==> src/rtl/ks_pkg.sv <==
// rtl/ks_pkg.sv - shared types and sizing helpers for the pipelined Kogge-Stone adder
// Purpose: propagate/generate pair type and the level/stage count functions.
// Ports: none (package).
package ks_pkg;

  typedef struct packed {
    logic p;
    logic g;
  } pg_t;

  // Number of Kogge-Stone prefix levels for a given operand width.
  function automatic int ks_levels(input int w);
    return $clog2(w);
  endfunction

  // Number of prefix pipeline stages when lps levels share one register stage.
  function automatic int ks_stages(input int w, input int lps);
    return (ks_levels(w) + lps - 1) / lps;
  endfunction

endpackage

==> src/rtl/ks_prefix_level.sv <==
// rtl/ks_prefix_level.sv - one combinational Kogge-Stone prefix level
// Purpose: combine each bit i with bit i-DIST; bits below DIST pass through.
// Ports:
//   pg_in   in  WIDTH x pg_t  propagate/generate pairs entering the level
//   pg_out  out WIDTH x pg_t  propagate/generate pairs leaving the level
module ks_prefix_level
  import ks_pkg::*;
#(
  parameter int WIDTH = 16,
  parameter int DIST  = 1
) (
  input  pg_t [WIDTH-1:0] pg_in,
  output pg_t [WIDTH-1:0] pg_out
);

  for (genvar i = 0; i < WIDTH; i++) begin : g_bit
    if (i >= DIST) begin : g_comb
      assign pg_out[i].g = pg_in[i].g | (pg_in[i].p & pg_in[i-DIST].g);
      assign pg_out[i].p = pg_in[i].p & pg_in[i-DIST].p;
    end else begin : g_pass
      assign pg_out[i] = pg_in[i];
    end
  end

endmodule

==> src/rtl/ks_adder_pipe.sv <==
// rtl/ks_adder_pipe.sv - pipelined Kogge-Stone adder/subtractor with valid/ready handshake
// Purpose: A + B + cin or A - B, with carry-out, signed overflow and zero flags.
// Ports:
//   clk, rst_n             clock, asynchronous active-low reset
//   in_valid/in_ready      operand beat handshake
//   in_a, in_b             operands (WIDTH)
//   in_cin                 carry-in, add mode only
//   in_sub                 1 = A - B, 0 = A + B + cin
//   out_valid/out_ready    result beat handshake
//   out_sum                result (WIDTH)
//   out_cout               carry-out (subtract: 1 = no borrow)
//   out_ovf                signed two's-complement overflow
//   out_zero               out_sum == 0
module ks_adder_pipe
  import ks_pkg::*;
#(
  parameter int WIDTH = 16,
  parameter int LPS   = 2
) (
  input  logic             clk,
  input  logic             rst_n,
  input  logic             in_valid,
  output logic             in_ready,
  input  logic [WIDTH-1:0] in_a,
  input  logic [WIDTH-1:0] in_b,
  input  logic             in_cin,
  input  logic             in_sub,
  output logic             out_valid,
  input  logic             out_ready,
  output logic [WIDTH-1:0] out_sum,
  output logic             out_cout,
  output logic             out_ovf,
  output logic             out_zero
);

  localparam int N   = ks_levels(WIDTH);
  localparam int K   = ks_stages(WIDTH, LPS);
  localparam int MSB = WIDTH - 1;

  // Global stall: the whole pipeline moves only when the output slot is free
  // or being drained this cycle. in_ready is deliberately combinational.
  logic en;
  assign en       = ~out_valid | out_ready;
  assign in_ready = en;

  // Preprocess: subtract is A + ~B + 1, so cin is forced to 1 in that mode.
  logic [WIDTH-1:0] b_e;
  logic [WIDTH-1:0] p0;
  logic [WIDTH-1:0] g0;
  logic             c_e;
  pg_t  [WIDTH-1:0] pg0;

  assign b_e = in_sub ? ~in_b : in_b;
  assign c_e = in_sub | in_cin;
  assign p0  = in_a ^ b_e;
  assign g0  = in_a & b_e;

  for (genvar i = 0; i < WIDTH; i++) begin : g_pg0
    assign pg0[i] = {p0[i], g0[i]};
  end

  // Stage registers S0..SK; S0 holds the preprocessed pairs, Sj the pairs
  // after j groups of LPS prefix levels.
  logic [WIDTH-1:0] st_p0 [0:K];
  pg_t  [WIDTH-1:0] st_pg [0:K];
  logic             st_ce [0:K];
  logic             st_am [0:K];
  logic             st_bm [0:K];
  logic             st_v  [0:K];
  pg_t  [WIDTH-1:0] grp_out [0:K-1];

  // Prefix levels: the first level of each group reads a stage register,
  // the rest chain combinationally from the previous level.
  for (genvar k = 0; k < N; k++) begin : g_lvl
    pg_t [WIDTH-1:0] lin;
    pg_t [WIDTH-1:0] lout;
    if (k % LPS == 0) begin : g_head
      assign lin = st_pg[k/LPS];
    end else begin : g_chain
      assign lin = g_lvl[k-1].lout;
    end
    ks_prefix_level #(.WIDTH(WIDTH), .DIST(1 << k)) u_level (
      .pg_in  (lin),
      .pg_out (lout)
    );
  end

  // The last group may hold fewer than LPS levels when LPS does not divide N.
  for (genvar j = 0; j < K; j++) begin : g_grp
    localparam int LAST = (((j + 1) * LPS < N) ? (j + 1) * LPS : N) - 1;
    assign grp_out[j] = g_lvl[LAST].lout;
  end

  // Sum and flag generation from the final prefix stage.
  logic [WIDTH-1:0] gk;
  logic [WIDTH-1:0] pk;
  logic [WIDTH-1:0] carry;
  logic [WIDTH-1:0] sum;
  logic             cout;
  logic             ovf;

  always_comb begin
    gk = '0;
    pk = '0;
    for (int i = 0; i < WIDTH; i++) begin
      gk[i] = st_pg[K][i].g;
      pk[i] = st_pg[K][i].p;
    end
    carry = {gk[WIDTH-2:0] | (pk[WIDTH-2:0] & {(WIDTH-1){st_ce[K]}}), st_ce[K]};
    cout  = gk[MSB] | (pk[MSB] & st_ce[K]);
    sum   = st_p0[K] ^ carry;
    ovf   = (st_am[K] == st_bm[K]) & (sum[MSB] != st_am[K]);
  end

  always_ff @(posedge clk or negedge rst_n) begin
    if (!rst_n) begin
      for (int j = 0; j <= K; j++) begin
        st_p0[j] <= '0;
        st_pg[j] <= '0;
        st_ce[j] <= 1'b0;
        st_am[j] <= 1'b0;
        st_bm[j] <= 1'b0;
        st_v[j]  <= 1'b0;
      end
      out_valid <= 1'b0;
      out_sum   <= '0;
      out_cout  <= 1'b0;
      out_ovf   <= 1'b0;
      out_zero  <= 1'b0;
    end else if (en) begin
      st_v[0]  <= in_valid;
      st_p0[0] <= p0;
      st_pg[0] <= pg0;
      st_ce[0] <= c_e;
      st_am[0] <= in_a[MSB];
      st_bm[0] <= b_e[MSB];
      for (int j = 1; j <= K; j++) begin
        st_v[j]  <= st_v[j-1];
        st_p0[j] <= st_p0[j-1];
        st_pg[j] <= grp_out[j-1];
        st_ce[j] <= st_ce[j-1];
        st_am[j] <= st_am[j-1];
        st_bm[j] <= st_bm[j-1];
      end
      out_valid <= st_v[K];
      out_sum   <= sum;
      out_cout  <= cout;
      out_ovf   <= ovf;
      out_zero  <= ~|sum;
    end
  end

endmodule

==> config.mk <==
export PLATFORM = sky130hd
export DESIGN_NAME = ks_adder_pipe
export DESIGN_NICKNAME = d
export VERILOG_FILES = /design/src/rtl/ks_pkg.sv /design/src/rtl/ks_prefix_level.sv /design/src/rtl/ks_adder_pipe.sv
export SDC_FILE = /design/constraint.sdc
export NUM_CORES = 1
export LEC_CHECK = 0
export CORE_ASPECT_RATIO = 0.75
export CORE_MARGIN = 4
export CORE_UTILIZATION = 63
export DETAILED_ROUTE_END_ITERATION = 10
export PLACE_DENSITY = 0.85
export SETUP_SLACK_MARGIN = 0.5
export SLEW_MARGIN = 20
export SYNTH_ARGS = -nofsm -noshare
export SYNTH_HDL_FRONTEND = slang
export SYNTH_HIERARCHICAL = 1
export SYNTH_SLANG_ARGS = --single-unit
==> constraint.sdc <==
create_clock -name clk -period 4.1 [get_ports clk]
set_clock_uncertainty 0.15 [all_clocks]
set_input_delay 0.615 -clock clk [delete_from_list [all_inputs] [get_ports clk]]
set_output_delay 0.615 -clock clk [all_outputs]
set_load 0.005 [all_outputs]
Word level (Yosys, flattened, before mapping) --
Cells that the tools add are included.
Word-level totals: register bits 176, latch bits 0, RAM bits 0, memory bits (read-only) 0, input bits 38, output and inout bits 21, word-level logic and storage cells 280, memories kept 0
Cells by class: $add $sub $neg 0, $mul 0, divide/modulo/power cells 0, order comparisons 0, equal/unequal tests 2, shifts and indexed selects 0, muxes and demuxes 1, bitwise gates (word level) 159, reductions and logical operators 2
Operator list (count):
- AND 1 bit | 100
- bitwise OR 1 bit | 52
- XOR 16 bit | 2
- AND 16 bit | 1
- two-way mux 16 bit | 1
- NOT 16 bit | 1
- OR reduction 16 bit | 1
- AND 15 bit | 1
- bitwise OR 15 bit | 1
- == test 1 bit | 1
- zero test 1 bit | 1
- != test 1 bit | 1
- NOT 1 bit | 1

Depth between registers and ports, before layout --
depth after elaboration 5, mapped depth 7, gate-level depth less buffers 6

Cells and area by module --
The synthesis kept the hierarchy.
Modules (own cells, without submodules):
- ks_adder_pipe | instances 1, cells each 730, area each 6605.1 µm²
- ks_prefix_level at g_lvl[3].u_level | instances 1, cells each 32, area each 240.2 µm²
- ks_prefix_level at g_lvl[2].u_level | instances 1, cells each 32, area each 231.5 µm²
- ks_prefix_level at g_lvl[1].u_level | instances 1, cells each 32, area each 226.5 µm²
- ks_prefix_level at g_lvl[0].u_level | instances 1, cells each 32, area each 224.0 µm²

Worst setup path before layout --
Ideal clock, no wire load.
path kind input port to output port, start point in out_ready, end point out in_ready, data arrival time 1155 ps, required time 3335 ps, slack 2180 ps, cell stages on the path 4, path buffers 2, cell sequence nor2b_1 -> inv_1 -> buf_2 -> clkbuf_1
On the way: cells in the longest elaborated chain, start to end 1
Ends and longest elaborated chain:
- start: declaration | line ks_adder_pipe.sv:29 | input logic out_ready,
- bitwise OR 1 bit | line ks_adder_pipe.sv:43 | assign en = ~out_valid | out_ready;
- end: declaration | line ks_adder_pipe.sv:23 | output logic in_ready,
Every way passes these cells.

Worst setup path in the final report --
start point in out_ready, end point reg st_pg, in the netlist g_lvl[2].lin[12]
On the way: cells in the longest elaborated chain, start to end 1
Ends and longest elaborated chain:
- bitwise OR 1 bit | line ks_adder_pipe.sv:43
- end signal: indexed assignment | line ks_adder_pipe.sv:140 | st_pg[j] <= grp_out[j-1];
- end: declaration | line ks_adder_pipe.sv:65 | pg_t [WIDTH-1:0] st_pg [0:K];
Every way passes these cells. A chain may end at the register's enable or synchronous reset.

==> impl_metrics.yaml <==
detailed_routing:
  ant_nets: 0
  wl_per_cell_um: 15.0
  drtPass1Iterations: 5
  route.detailed.drc: 0
  via_per_inst: 5.30
  wirelength_um: 15700
  drt_iter0_drc: 517
  num_vias: 5544
critical_path:
  startpoint_type: "input pin"
  r2r_cells: 5
  cp_data_arrival_time_ns: 2.99
  crit_chain: "clkdlybuf4s50_1 > nor2b_4 > buf_4 > buf_4 > nand2_1 > nand2_1"
  critPathMaxStageDelay_ns: 0.74
  cp_slowest_cell: "buf_4"
  crit_path_end_kind: "flip-flop"
  worstPathMaxFanout: 104
  critPathRequiredTime_ns: 4.30
  critPathKind: "input pin to flip-flop"
sta:
  max_slew_margin_pct: 34.5
  tns_ns: 0
  rsz0062_at_grt: "false"
  finalCriticalPeriod_ns: 2.78
  clock.fmax_ghz: 0.359
  hold_ws_ns: 0.167
  finalHoldViolCount: 0
  worstMarginPinSlew_ns: 0.982
  fin_crit_sh_pct: 67.9
  setup_viol: 0
  timing.final.ws_setup_ns: 1.32
  drv_slew: 0
status:
  run_status: "finished clean"
layout:
  num_antenna_cells: 0
  final_nets: 925
  drive_gt1_share_pct: 7.24
  area.growth.synth_to_final_pct: 13.5
yosys:
  syn-num-nets: 912
  yosysWarnings: 6
  postSynthAreaPerCell_sq_um: 8.77
  synth_area_sq_um: 7530
  synth.distinct_cells: 30
  synth_seq_cells: 160
  yosysSeqAreaShare_pct: 53.2
  syn_inst: 858
clock_network:
  hold_buffers: 0
  worstSkewPairLatency_ns: 0.42
  clock_sinks: 160
  numCtsBuffers: 17
  htreeDepth: 4
  cts_buffer_depth: 2
  cts_setup_buffers: 0
  cts_tree: "yes"
  clk_pin_slew_worst_paths_ns: 0.06
  cts_root_buffer: "clkbuf_16"
  cts_resized: 0
floorplan:
  die_x_um: 134
  die_area_sq_um: 13800
  boundaryPins: 59
  fp.dieH_um: 103
  core-area_sq_um: 11700
  rows: 34
  start_util_pct: 64.6
placed_design:
  portBuffers: 58
  hpwl_um: 10400
  dp_slack_ns: 0.911
  gp_congestion: 0.823
power:
  irDropWorstVdd_mv: 0.376
  leakage_uw: 0.00467
  p_per_area_nw_per_um2: 703
  fin_total_pwr_uw: 6010
grt:
  grt_use_total_pct: 24.5
  grt_max_degree: 108
  grt_pass1_wl_um: 26600
  grt_overflow: 0
  antenna_found_initial: 0
  grt_pass1_vias: 5482
job:
  drv_cap: 0
min_path:
  min_path_type: "input pin to async pin"
## worst max-delay path, delay by kind of cell
| family | cells | cell delay [ns] |
|---|---|---|
| buf+inv | 3 | 1.90 |
| simple gates | 3 | 0.43 |
## layout by cell type (no fill, tap or decap), types with 2 or more instances in the layout
master,synthesis,final
a21o_1,50,50
o21ai_0,17,17
xor2_1,29,29
clkinv_4,0,4
nand4_1,3,3
dfrtp_1,160,160
a21oi_2,2,2
inv_6,0,2
clkdlybuf4s50_1,0,57
xor2_2,2,2
buf_4,30,4
a21oi_1,12,12
clkbuf_16,0,17
nor2_1,4,4
and2_1,31,31
clkinvlp_4,0,3
clkinv_2,0,3
bufinv_16,0,2
a21oi_4,2,2
nand2_1,433,433
ha_1,16,16
and2_2,18,18
## flip-flops by register name, summed over array words and instances (netlist names)
signal,flops
carry,1
g_lvl.lin,48
gk,16
out_cout,1
out_ovf,1
out_sum,16
out_valid,1
out_zero,1
pk,16
st_am,3
st_bm,3
st_ce,2
st_p0,48
st_v,3
## routing by layer
layer	track usage, %	vias to the layer above	wire length, um
met4	7.82	0	199
met3	4.59	23	750
met1	32.0	2700	6850
li1	-	2684	-
met2	42.2	137	7900
met5	0	-	0
## worst paths after layout
path,startpoint,end,slack [ns]
min in group clk,st_v[0]$_DFFE_PN0P_,st_v[0]$_DFFE_PN0P_,0.31
worst max-delay path,out_ready,g_lvl[2].lin[12]$_DFFE_PN0P_,1.32
worst min register to register,st_v[0]$_DFFE_PN0P_,st_v[0]$_DFFE_PN0P_,0.31
worst max register to register,out_valid$_DFFE_PN0P_,g_lvl[2].lin[12]$_DFFE_PN0P_,1.60
worst min-delay path,rst_n,st_p0[17]$_DFFE_PN0P_,0.17
max in group asynchronous,rst_n,out_sum[14]$_DFFE_PN0P_,2.86
## area by class of cell
cell class	count	area, sq um
Tap cell	162	203
Sequential cell	160	4000
Multi-Input combinational cell	628	3110
Timing Repair Buffer	63	632
Clock buffer	17	425
Inverter	1	6.26
Clock inverter	15	161
Fill cell	858	3110
## power by group
part / total [uW] / leakage, uW / internal (uW) / switching [uW]
clock network: 1570 / 0.000282 / 904 / 662
logic: 1770 / 0.00237 / 759 / 1010
registers: 2670 / 0.00202 / 2170 / 502
total: 6010 / 0.00467 / 3830 / 2180
## cell usage after synthesis
master    count  share of area [%]
xor2_1       29                3.4
nor4_1        1              0.083
a21oi_1      12               0.80
buf_8         1               0.20
nand3_1       1              0.066
buf_2        18                1.2
xnor2_1       1               0.12
o21a_1        1               0.10
nand4_1       3               0.25
or3_1         1              0.083
nor2b_1       1              0.083
buf_1         7               0.35
clkbuf_1     12               0.60
buf_6         1               0.15
a21oi_2       2               0.23
nand2_1     433                 22
nand2b_1      1              0.083
buf_4        30                3.0
nor2_1        4               0.20
and2_1       31                2.6
ha_1         16                2.7
a21o_1       50                5.0
inv_1         1              0.050
a31oi_1       1              0.083
xor2_2        2               0.43
dfrtp_1     160                 53
nand4b_1      1               0.12
and2_2       18                1.8
a21oi_4       2               0.43
o21ai_0      17                1.1
## stage by stage
step                instances  utilization [%]  area (sq um)
floorplan                 858                -          7530
global placement         1014             68.3          7960
detailed placement       1014             68.3          7960
CTS                      1046             73.3          8550
global route             1046             73.3          8550
finish                   1046             73.3          8550
## logic make-up after synthesis
group | Yosys count | share of synthesized area (%)
AOI/OAI and AO/OA | 85 | 7.76
xor gates and xnor gates | 32 | 3.92
DFF | 160 | 53.2
adders and majority gates | 16 | 2.66
buffers and inverters | 70 | 5.54
and+or+nand+nor | 495 | 26.9
No activity file was read; power rests on OpenSTA's default activity.
